<file path="config.mk">
export PLATFORM = sky130hd
export DESIGN_NAME = program_loader_flat
export DESIGN_NICKNAME = d
export VERILOG_FILES = /design/src/rtl/program_loader_pkg.sv /design/src/rtl/program_loader_if.sv /design/src/rtl/program_loader_checksum.sv /design/src/rtl/program_loader.sv /design/src/flat_wrapper.sv
export SDC_FILE = /design/constraint.sdc
export NUM_CORES = 1
export LEC_CHECK = 0
export ABC_AREA = 0
export CAP_MARGIN = 20
export CORE_MARGIN = 5
export CORE_UTILIZATION = 40
export CTS_CLUSTER_SIZE = 16
export DETAILED_ROUTE_END_ITERATION = 10
export GPL_TIMING_DRIVEN = 0
export PLACE_DENSITY = 0.63
export SLEW_MARGIN = 20
export SYNTH_ARGS = -nofsm -noshare
export SYNTH_HDL_FRONTEND = slang
export SYNTH_HIERARCHICAL = 1
export SYNTH_SLANG_ARGS = --single-unit
</file>
<file path="constraint.sdc">
create_clock -name clk -period 3.6 [get_ports clk]
set_clock_uncertainty 0.15 [all_clocks]
set_input_delay 0.72 -clock clk [delete_from_list [all_inputs] [get_ports clk]]
set_output_delay 0.72 -clock clk [all_outputs]
set_load 0.1 [all_outputs]
</file>
<file path="src/rtl/program_loader_pkg.sv">
// Shared constants and state encoding for the flash program loader.
package program_loader_pkg;
    localparam int FLASH_DEPTH = 1024;
    localparam int WORD_W      = 16;
    localparam int FLASH_AW    = $clog2(FLASH_DEPTH);

    // Prefixed so they never collide with the pipeline's S1..S3 states.
    typedef enum logic [2:0] {
        L_IDLE,
        L_LEN,
        L_DATA,
        L_CSUM,
        L_DONE,
        L_ERR
    } loader_state_t;

    // States in which the loader consumes stream words.
    function automatic logic accepts_words(loader_state_t s);
        return (s == L_LEN) || (s == L_DATA) || (s == L_CSUM);
    endfunction
endpackage

</file>
<file path="src/rtl/program_loader_if.sv">
// Word-stream input and flash write port of the program loader.
interface program_loader_if
    import program_loader_pkg::*;
#(
    parameter int ADDR_W = FLASH_AW,
    parameter int DATA_W = WORD_W
) ();
    logic              in_valid;
    logic [DATA_W-1:0] in_data;
    logic              in_ready;
    logic              mem_we;
    logic [ADDR_W-1:0] mem_addr;
    logic [DATA_W-1:0] mem_wdata;

    // Stream source / flash observer side.
    modport master (
        output in_valid, in_data,
        input  in_ready, mem_we, mem_addr, mem_wdata
    );

    // Loader side.
    modport slave (
        input  in_valid, in_data,
        output in_ready, mem_we, mem_addr, mem_wdata
    );
endinterface

</file>
<file path="src/rtl/program_loader_checksum.sv">
// 16-bit wraparound accumulator of payload words, with clear and enable.
module loader_checksum
    import program_loader_pkg::*;
#(
    parameter int W = WORD_W
) (
    input  logic         clk,
    input  logic         rst_n,
    input  logic         clr,
    input  logic         en,
    input  logic [W-1:0] word,
    output logic [W-1:0] sum
);
    // Clear wins over accumulate; overflow simply wraps.
    always_ff @(posedge clk or negedge rst_n) begin
        if (!rst_n)   sum <= '0;
        else if (clr) sum <= '0;
        else if (en)  sum <= sum + word;
    end
endmodule

</file>
<file path="src/rtl/program_loader.sv">
// Streams a length-prefixed, checksummed image into instruction flash and
// keeps the core stalled until the whole image is in and verified.
module program_loader
    import program_loader_pkg::*;
#(
    parameter int DEPTH  = FLASH_DEPTH,
    parameter int ADDR_W = $clog2(DEPTH),
    parameter int DATA_W = WORD_W
) (
    input  logic              clk,
    input  logic              rst_n,
    input  logic              start,
    program_loader_if.slave   bus,
    output logic              cpu_run,
    output logic              done,
    output logic              error,
    output logic [ADDR_W:0]   words_loaded
);
    localparam logic [DATA_W-1:0] DEPTH_W = DATA_W'(DEPTH);

    loader_state_t     state, state_nx;
    logic              xfer;
    logic              clr_load;
    logic              take_len;
    logic              take_word;
    logic [ADDR_W:0]   len;
    logic [ADDR_W:0]   count;
    logic [DATA_W-1:0] sum;

    assign xfer         = bus.in_valid && bus.in_ready;
    assign words_loaded = count;

    loader_checksum #(.W(DATA_W)) u_csum (
        .clk   (clk),
        .rst_n (rst_n),
        .clr   (clr_load),
        .en    (take_word),
        .word  (bus.in_data),
        .sum   (sum)
    );

    // State register.
    always_ff @(posedge clk or negedge rst_n) begin
        if (!rst_n) state <= L_IDLE;
        else        state <= state_nx;
    end

    // Next state plus the single-cycle control strobes for the datapath.
    always_comb begin
        state_nx  = state;
        clr_load  = 1'b0;
        take_len  = 1'b0;
        take_word = 1'b0;
        case (state)
            L_IDLE, L_DONE, L_ERR: begin
                if (start) begin
                    state_nx = L_LEN;
                    clr_load = 1'b1;
                end
            end
            L_LEN: begin
                if (xfer) begin
                    take_len = 1'b1;
                    if (bus.in_data > DEPTH_W)  state_nx = L_ERR;
                    else if (bus.in_data == '0) state_nx = L_CSUM;
                    else                        state_nx = L_DATA;
                end
            end
            L_DATA: begin
                if (xfer) begin
                    take_word = 1'b1;
                    if ((count + 1'b1) == len) state_nx = L_CSUM;
                end
            end
            L_CSUM: begin
                if (xfer) state_nx = (bus.in_data == sum) ? L_DONE : L_ERR;
            end
            default: state_nx = L_IDLE;
        endcase
    end

    // Status outputs are registered decodes of the state being entered, so
    // they line up with the state register and never glitch.
    always_ff @(posedge clk or negedge rst_n) begin
        if (!rst_n) begin
            bus.in_ready <= 1'b0;
            done         <= 1'b0;
            cpu_run      <= 1'b0;
            error        <= 1'b0;
        end else begin
            bus.in_ready <= accepts_words(state_nx);
            done         <= (state_nx == L_DONE);
            cpu_run      <= (state_nx == L_DONE);
            error        <= (state_nx == L_ERR);
        end
    end

    // Length latch, payload counter and the one-cycle-delayed flash write.
    // Only the low ADDR_W+1 bits of the length are kept; anything larger
    // has already been routed to ERR.
    always_ff @(posedge clk or negedge rst_n) begin
        if (!rst_n) begin
            len           <= '0;
            count         <= '0;
            bus.mem_we    <= 1'b0;
            bus.mem_addr  <= '0;
            bus.mem_wdata <= '0;
        end else begin
            bus.mem_we <= take_word;
            if (clr_load) count <= '0;
            if (take_len) len   <= bus.in_data[ADDR_W:0];
            if (take_word) begin
                bus.mem_addr  <= count[ADDR_W-1:0];
                bus.mem_wdata <= bus.in_data;
                count         <= count + 1'b1;
            end
        end
    end
endmodule

</file>
<file path="src/flat_wrapper.sv">
// flat-port wrapper written by rule: the top's interface ports become plain ports
module program_loader_flat import program_loader_pkg::*;
#(
    parameter int DEPTH  = FLASH_DEPTH,
    parameter int ADDR_W = $clog2(DEPTH),
    parameter int DATA_W = WORD_W
)
  (clk, rst_n, start, cpu_run, done, error, words_loaded, bus_in_valid, bus_in_data, bus_in_ready, bus_mem_we, bus_mem_addr, bus_mem_wdata);
  program_loader_if #(.ADDR_W(ADDR_W), .DATA_W(DATA_W)) bus_i ();
  input  logic clk;
  input  logic rst_n;
  input  logic start;
  output logic cpu_run;
  output logic done;
  output logic error;
  output logic [ADDR_W:0] words_loaded;
  input wire logic [$bits(bus_i.in_valid)-1:0] bus_in_valid;
  input wire logic [$bits(bus_i.in_data)-1:0] bus_in_data;
  output wire logic [$bits(bus_i.in_ready)-1:0] bus_in_ready;
  output wire logic [$bits(bus_i.mem_we)-1:0] bus_mem_we;
  output wire logic [$bits(bus_i.mem_addr)-1:0] bus_mem_addr;
  output wire logic [$bits(bus_i.mem_wdata)-1:0] bus_mem_wdata;
  assign bus_i.in_valid = bus_in_valid;
  assign bus_i.in_data = bus_in_data;
  assign bus_in_ready = bus_i.in_ready;
  assign bus_mem_we = bus_i.mem_we;
  assign bus_mem_addr = bus_i.mem_addr;
  assign bus_mem_wdata = bus_i.mem_wdata;
  program_loader #(.DEPTH(DEPTH), .ADDR_W(ADDR_W), .DATA_W(DATA_W)) u_core (.clk(clk), .rst_n(rst_n), .start(start), .bus(bus_i), .cpu_run(cpu_run), .done(done), .error(error), .words_loaded(words_loaded));
endmodule
</file>
==> out/results.txt, run 1 <==
CTS Hold Bufs - 0
Design Power - 2.168 mW
Post-synth ARST share - 1.000
WL final - 10440 um
Slew headroom - 0.3422
Resized cells post-CTS - 0
Vias per std cell - 5.337
Initial antenna violation count - 0
Met3 Routed Length - 411 um
Commonest non-fill, non-tap cell in the layout - nand2_1
Vias in the first global route - 3524
Most frequent cells in the layout - nand2_1 (92), dfrtp_1 (71), clkdlybuf4s50_1 (60)
Routed Antenna Nets - 0
DR DRC count - 0
Fmax - 299.9 MHz
Routed len/inst - 15.59 um
TritonRoute pass-1 iters - 7
Unique masters post-synth - 64
Peak VDD IR - 222.6 uV
Syn Inst Count - 457
Avg Inst Size Synth - 9.202 um^2
Bufs and invs on worst path - 1
WL met2 - 5149 um
TritonCTS clock tree - done
Worst skew pair latency - 0.35 ns
Max-cap violations - 0
IO Port Bufs - 61
Worst-margin pin slew - 0.9836 ns
Top_reg_cell synth - dfrtp_1
Share of the yosys chip area belonging to registers - 0.4225
Startpoint types - primary input
CTS buffer count - 9
RSZ-0062 raised after global routing - false
WHS - 0.1451 ns
Final nets - 566
Crit path DAT - 3.45 ns
Tmin final - 3.335 ns
Core ar. - 10280 um^2
Largest net degree at the start of global routing - 41
Chip height - 112.5 um
Die area - 12660 um^2
Post-synthesis instance area - 4205 um^2
Final Cycle Share - 0.9264
CTS root buffer - clkbuf_8
Initial core utilization - 0.4092
Crit path max fanout - 6
Site row count - 37
Number of cells on the critical path - 8
CTS max path bufs - 2
Reg2Reg Depth - 8
CTS sink cnt - 71
I/O pin cnt - 62
Area grow syn2layout - 23.45%
Synthesized Nets - 494
CP max-delay cell - clkdlybuf4s50_1
Leak Pwr - 2.366 nW
Final setup fails - 0
Total grt overflow - 0
Top layer in use - met4
CP required - 3.71 ns
Hold Path Class - in -> async
CP Capture Type - flop
Yosys Warn Count - 6
Worst-path clk slew - 0.08 ns
Vias - 3576
Layout cells sized above 1 - 0.09551
Fin. Hold Viols - 0
Number of enable flip-flop cells after synthesis - 0
GRT Overall Usage - 0.1702
Classification of the worst setup path - in -> reg
Max Slew Vio Count - 0
Die W - 112.5 um
Diode count - 0
CP top delay family - simple AND/OR/NAND/NOR gates
Crit-path max cell delay - 0.59 ns
Iter 0 DRT Violations - 171
Status - finished, final reports clean
Power per cell area - 417.5 nW/um^2
Metal-1 WL - 4746 um
#FFs+latches synth - 71
Global-route wire length before repair - 17530 um
H-tree depth - 3
Critical-path cell list - clkdlybuf4s50_1 -> ha_1 -> nand2_2 -> or4_4 -> a211oi_2 -> nor4_1 -> or4_1 -> a21oi_1
Gp weighted congestion - 0.8438
Post-DP HPWL - 7991 um
-- path summary, 6_finish.rpt --
| path | startpoint | endpoint | slack (ns) |
|---|---|---|---|
| setup / recovery | bus_in_data[10] | u_core/u_csum/sum[15]$_DFFE_PN0P_ | 0.27 |
| hold / removal | rst_n | u_core/bus.mem_addr[5]$_DFFE_PN0P_ | 0.15 |
| setup reg to reg | u_core/words_loaded[1]$_DFFE_PN0P_ | u_core/done$_DFF_PN0_ | 0.89 |
| hold reg to reg | u_core/bus.mem_addr[9]$_DFFE_PN0P_ | u_core/bus.mem_addr[9]$_DFFE_PN0P_ | 0.32 |
| max in group asynchronous | rst_n | u_core/bus.mem_wdata[7]$_DFFE_PN0P_ | 2.59 |
| min in group clk | u_core/bus.mem_addr[9]$_DFFE_PN0P_ | u_core/bus.mem_addr[9]$_DFFE_PN0P_ | 0.32 |
-- repair_timing --
| item | CTS | global route |
|---|---|---|
| hold endpoints to repair | 0 | 0 |
| buffers inserted | 0 | 0 |
| setup endpoints to repair | 0 | 9 |
-- cell type report --
class,instances,area [um^2]
Sequential cell,71,1777
Inverter,10,42.54
Clock inverter,3,42.54
Fill cell,973,5086
Tap cell,136,170.2
Buffer,26,147.6
Multi-Input combinational cell,349,2235
Clock buffer,13,148.9
Timing Repair Buffer,62,628.1
-- sequential cells by signal (all words and copies together) (netlist names) --
signal and cells:
u_core/bus.mem_we 1, u_core/bus.mem_addr 10, u_core/bus.in_ready 1, u_core/error 1, u_core/bus.mem_wdata 16, u_core/state 3
u_core/u_csum/sum 16, u_core/len 11, u_core/words_loaded 11, u_core/done 1
-- logic make-up after synthesis --
family                   count (synthesis)  share of synthesized area
adder cells (fa/ha/maj)                 18                    0.05475
AND/OR/NAND/NOR                        185                     0.2077
AO/OA/AOI/OAI                           92                     0.1482
buffers and inverters                   37                    0.04612
flip-flops                              71                     0.4225
multiplexers                            16                    0.04165
XOR/XNOR                                38                    0.07914
-- where the power goes --
group	leakage [nW]	switching (mW)	total [mW]	internal, mW
clock network	0.0936	0.299	0.638	0.339
logic	1.32	0.328	0.567	0.239
registers	0.957	0.0789	0.962	0.883
total	2.37	0.706	2.17	1.46
-- layer usage --
layer	GRT usage	vias up
li1	-	1761
met5	0	-
met3	0.02534	11
met1	0.2224	1734
met4	0.05449	0
met2	0.2904	70
-- cells in the mapped netlist, types with 3 or more instances --
| cell | instances | area share |
|---|---|---|
| a211oi_1 | 5 | 0.0089 |
| a21oi_1 | 22 | 0.026 |
| a31oi_1 | 4 | 0.0059 |
| and2_1 | 3 | 0.0045 |
| and3_1 | 3 | 0.0045 |
| buf_2 | 8 | 0.0095 |
| buf_4 | 3 | 0.0054 |
| buf_6 | 3 | 0.0080 |
| clkbuf_1 | 11 | 0.0098 |
| dfrtp_1 | 71 | 0.42 |
| ha_1 | 16 | 0.048 |
| inv_1 | 9 | 0.0080 |
| mux2_2 | 12 | 0.032 |
| mux2i_1 | 4 | 0.0095 |
| nand2_1 | 92 | 0.082 |
| nand2b_1 | 4 | 0.0059 |
| nand3_1 | 14 | 0.017 |
| nand3b_1 | 3 | 0.0054 |
| nand4_1 | 8 | 0.012 |
| nor2_1 | 22 | 0.020 |
| nor2b_1 | 5 | 0.0074 |
| nor3_1 | 9 | 0.011 |
| nor4_1 | 9 | 0.013 |
| o211ai_1 | 4 | 0.0071 |
| o21a_1 | 7 | 0.012 |
| o21ai_0 | 20 | 0.024 |
| o31ai_1 | 5 | 0.0089 |
| xnor2_1 | 13 | 0.027 |
| xor2_1 | 25 | 0.052 |
-- through the flow --
step / worst slack [ns] / instances / setup TNS (ns) / area [um^2] / utilization
global route: 0.1392 / 670 / 0 / 5191 / 0.5051
CTS: 0.01574 / 671 / 0 / 5195 / 0.5055
floorplan: 0.4348 / 457 / 0 / 4205 / -
global placement: -0.8620 / 654 / -63.60 / 4986 / 0.4851
detailed placement: -0.3406 / 655 / -2.724 / 5004 / 0.4869
finish: 0.2651 / 670 / 0 / 5191 / 0.5051
No activity file was read; power rests on OpenSTA's default activity.
==> inputs of run 2 (changes only) <==
CORE_MARGIN = 3   (was 5)
==> run 2 against run 1 <==
  * Power rose by 0.65%
  * Via count rose by 0.70%
  * Count of clock-buffer cells in the layout fell by 2
  * Non-clock buffer count rose by 1
  * Largest power group unchanged
==> out/results.txt, run 2 (synthesized netlist as in run 1, its figures left out) <==
Iter 0 DRT Violations - 156 (-8.8%)
Layout cells sized above 1 - 0.1011 (+0.005618)
Final nets - 567 (+0.18%)
Reg-to-Reg End - u_core/u_csum/sum[15]$_DFFE_PN0P_
Tmin final - 3.448 ns (+0.1129 ns)
Fin. Hold Viols - 0 (unchanged)
Worst R2R Start - u_core/bus.in_ready$_DFF_PN0_
Crit path DAT - 3.57 ns (+0.12 ns)
Startpoint types - primary input
Placed Area - 5000 um^2 (about the same)
CTS buffer count - 9 (unchanged)
CP max-delay cell - or4_1
Global-route wire length before repair - 17970 um (+2.6%)
Diode count - 0 (unchanged)
Vias - 3601 (+0.70%)
Register area - 1777 um^2 (unchanged)
DR DRC count - 0 (unchanged)
Vias per std cell - 5.399 (+1.2%)
Routed len/inst - 16.04 um (+2.9%)
Worst skew pair latency - 0.35 ns (about the same)
Final Cycle Share - 0.9577 (+0.03137)
WHS - 0.1663 ns (+0.02121 ns)
Gp weighted congestion - 0.8716 (+3.3%)
Die area - 11780 um^2 (-7.0%)
Final setup fails - 0 (unchanged)
TritonCTS clock tree - done
Setup ws final - 0.1522 ns (-0.1129 ns)
Max-cap violations - 0 (unchanged)
TritonRoute pass-1 iters - 5 (-2)
Slew headroom - 0.3344 (-0.007786)
Leak Pwr - 2.382 nW (+0.67%)
GRT Overall Usage - 0.1943 (+0.02409)
Final setup TNS - 0 ns (unchanged)
IO Port Bufs - 61 (unchanged)
Initial antenna violation count - 0 (unchanged)
Flop2flop setup slack - 0.64 ns (-0.25 ns)
Worst-margin pin slew - 0.9952 ns (+0.01164 ns)
Power per cell area - 419.7 nW/um^2 (+0.52%)
CP required - 3.72 ns (about the same)
CTS max path bufs - 2 (unchanged)
I/O pin cnt - 62 (unchanged)
Die W - 108.5 um (-3.6%)
Pre-CTS WS - -0.3273 ns (+0.01330 ns)
CP Capture Type - flop
Site row count - 36 (-2.7%)
Fillcell total - 985 (+1.2%)
Vias in the first global route - 3606 (+2.3%)
CTS root buffer - clkbuf_8
Critical-path cell list - clkdlybuf4s50_1 -> nand2_1 -> or4b_1 -> buf_2 -> clkinv_4 -> clkbuf_1 -> buf_4 -> inv_1 -> or4_1 -> a21oi_1
Hold Path Class - in -> async
Layout Cell Area excl Fill - 5197 um^2 (+0.12%)
CTS sink cnt - 71 (unchanged)
Routed Antenna Nets - 0 (unchanged)
H-tree depth - 3 (unchanged)
Design Power - 2.182 mW (+0.65%)
Crit-path max cell delay - 0.52 ns (-0.07 ns)
Status - finished, final reports clean
Area occupied by multi-input gates - 2235 um^2 (unchanged)
Worst-path clk slew - 0.08 ns (about the same)
Chip height - 108.5 um (-3.6%)
Classification of the worst setup path - in -> reg
WL final - 10700 um (+2.4%)
Crit path max fanout - 11 (+5)
Fmax - 290.0 MHz (-3.3%)
Initial core utilization - 0.4205 (+0.01137)
RSZ-0062 raised after global routing - false
Reg2Reg Depth - 9 (+1)
Max Slew Vio Count - 0 (unchanged)
Largest net degree at the start of global routing - 40 (-2.4%)
Most frequent cells in the layout - nand2_1 (92), dfrtp_1 (71), clkdlybuf4s50_1 (60)
Commonest non-fill, non-tap cell in the layout - nand2_1
Peak VDD IR - 158.5 uV (-29%)
Area grow syn2layout - 23.59%
Largest regs - u_core/bus.mem_wdata (16), u_core/u_csum/sum (16)
Core ar. - 10000 um^2 (-2.7%)
Post-DP HPWL - 8027 um (+0.45%)
Total grt overflow - 0 (unchanged)
run 2: cell types whose count changed in the layout (fill, tap and decap cells not counted), sizes merged:
cell | before | now
clkbuf | 24 | 23
clkinv | 2 | 4
clkinvlp | 1 | 0
run 2: where the power goes:
part / switching (mW) / internal [mW] / total [mW] / leakage, nW
Sequential: 0.0781 / 0.883 / 0.961 / 0.957
Clock: 0.294 / 0.351 / 0.644 / 0.105
Combinational: 0.337 / 0.239 / 0.576 / 1.32
run 2: cell type report:
class,count,area share
repair buffers,62,0.1208
clock buffers,11,0.02913
flip-flops and latches,71,0.3418
clock inverters,4,0.008666
inverters,10,0.008185
multi-input cells,349,0.4299
well taps,133,0.03202
plain buffers,27,0.02937
run 2: timing repair:
action	in CTS	in global routing
resized for setup	0	2
buffers inserted	0	0
hold buffers	0	0
endpoints found under the setup margin	0	7
run 2: how the worst max path moves through the flow:
stage	from	end	slack (ns)	depth (start not counted)
2_1_floorplan	u_core/bus.in_ready$_DFF_PN0_	u_core/u_csum/sum[15]$_DFFE_PN0P_	0.43	9
3_3_place_gp	rst_n	u_core/u_csum/sum[11]$_DFFE_PN0P_	-0.86	1
3_5_place_dp	bus_in_valid	u_core/u_csum/sum[8]$_DFFE_PN0P_	-0.33	10
4_1_cts	bus_in_valid	u_core/u_csum/sum[8]$_DFFE_PN0P_	0.05	10
5_1_grt	bus_in_valid	u_core/u_csum/sum[15]$_DFFE_PN0P_	0.005	10
6_report	bus_in_valid	u_core/u_csum/sum[15]$_DFFE_PN0P_	0.15	10
run 2: routing by layer:
layer | global-route usage | part of all wire | routed length, um
met1 | 0.2634 | 0.46 | 4903
met2 | 0.3111 | 0.47 | 5067
met3 | 0.02448 | 0.039 | 418
met4 | 0.08656 | 0.029 | 309
met5 | 0 | 0 | 0
run 2: worst max-delay path: cells and delay by family:
kind	cells	cell delay (ns)
buffers and inverters	6	1.59
and+or+nand+nor	3	1.10
AOI/OAI and AO/OA	1	0.15
run 2: per-stage QoR:
stage	util	instances
detailed placement	0.5000	652
global placement	0.4982	651
global route	0.5198	667
floorplan	-	457
CTS	0.5196	667
finish	0.5198	667
==> inputs of run 3 (changes only) <==
CAP_MARGIN = 10   (was 20)
==> results of run 3 <==
The final DEF is identical to that of run 2; final timing and power are the same.
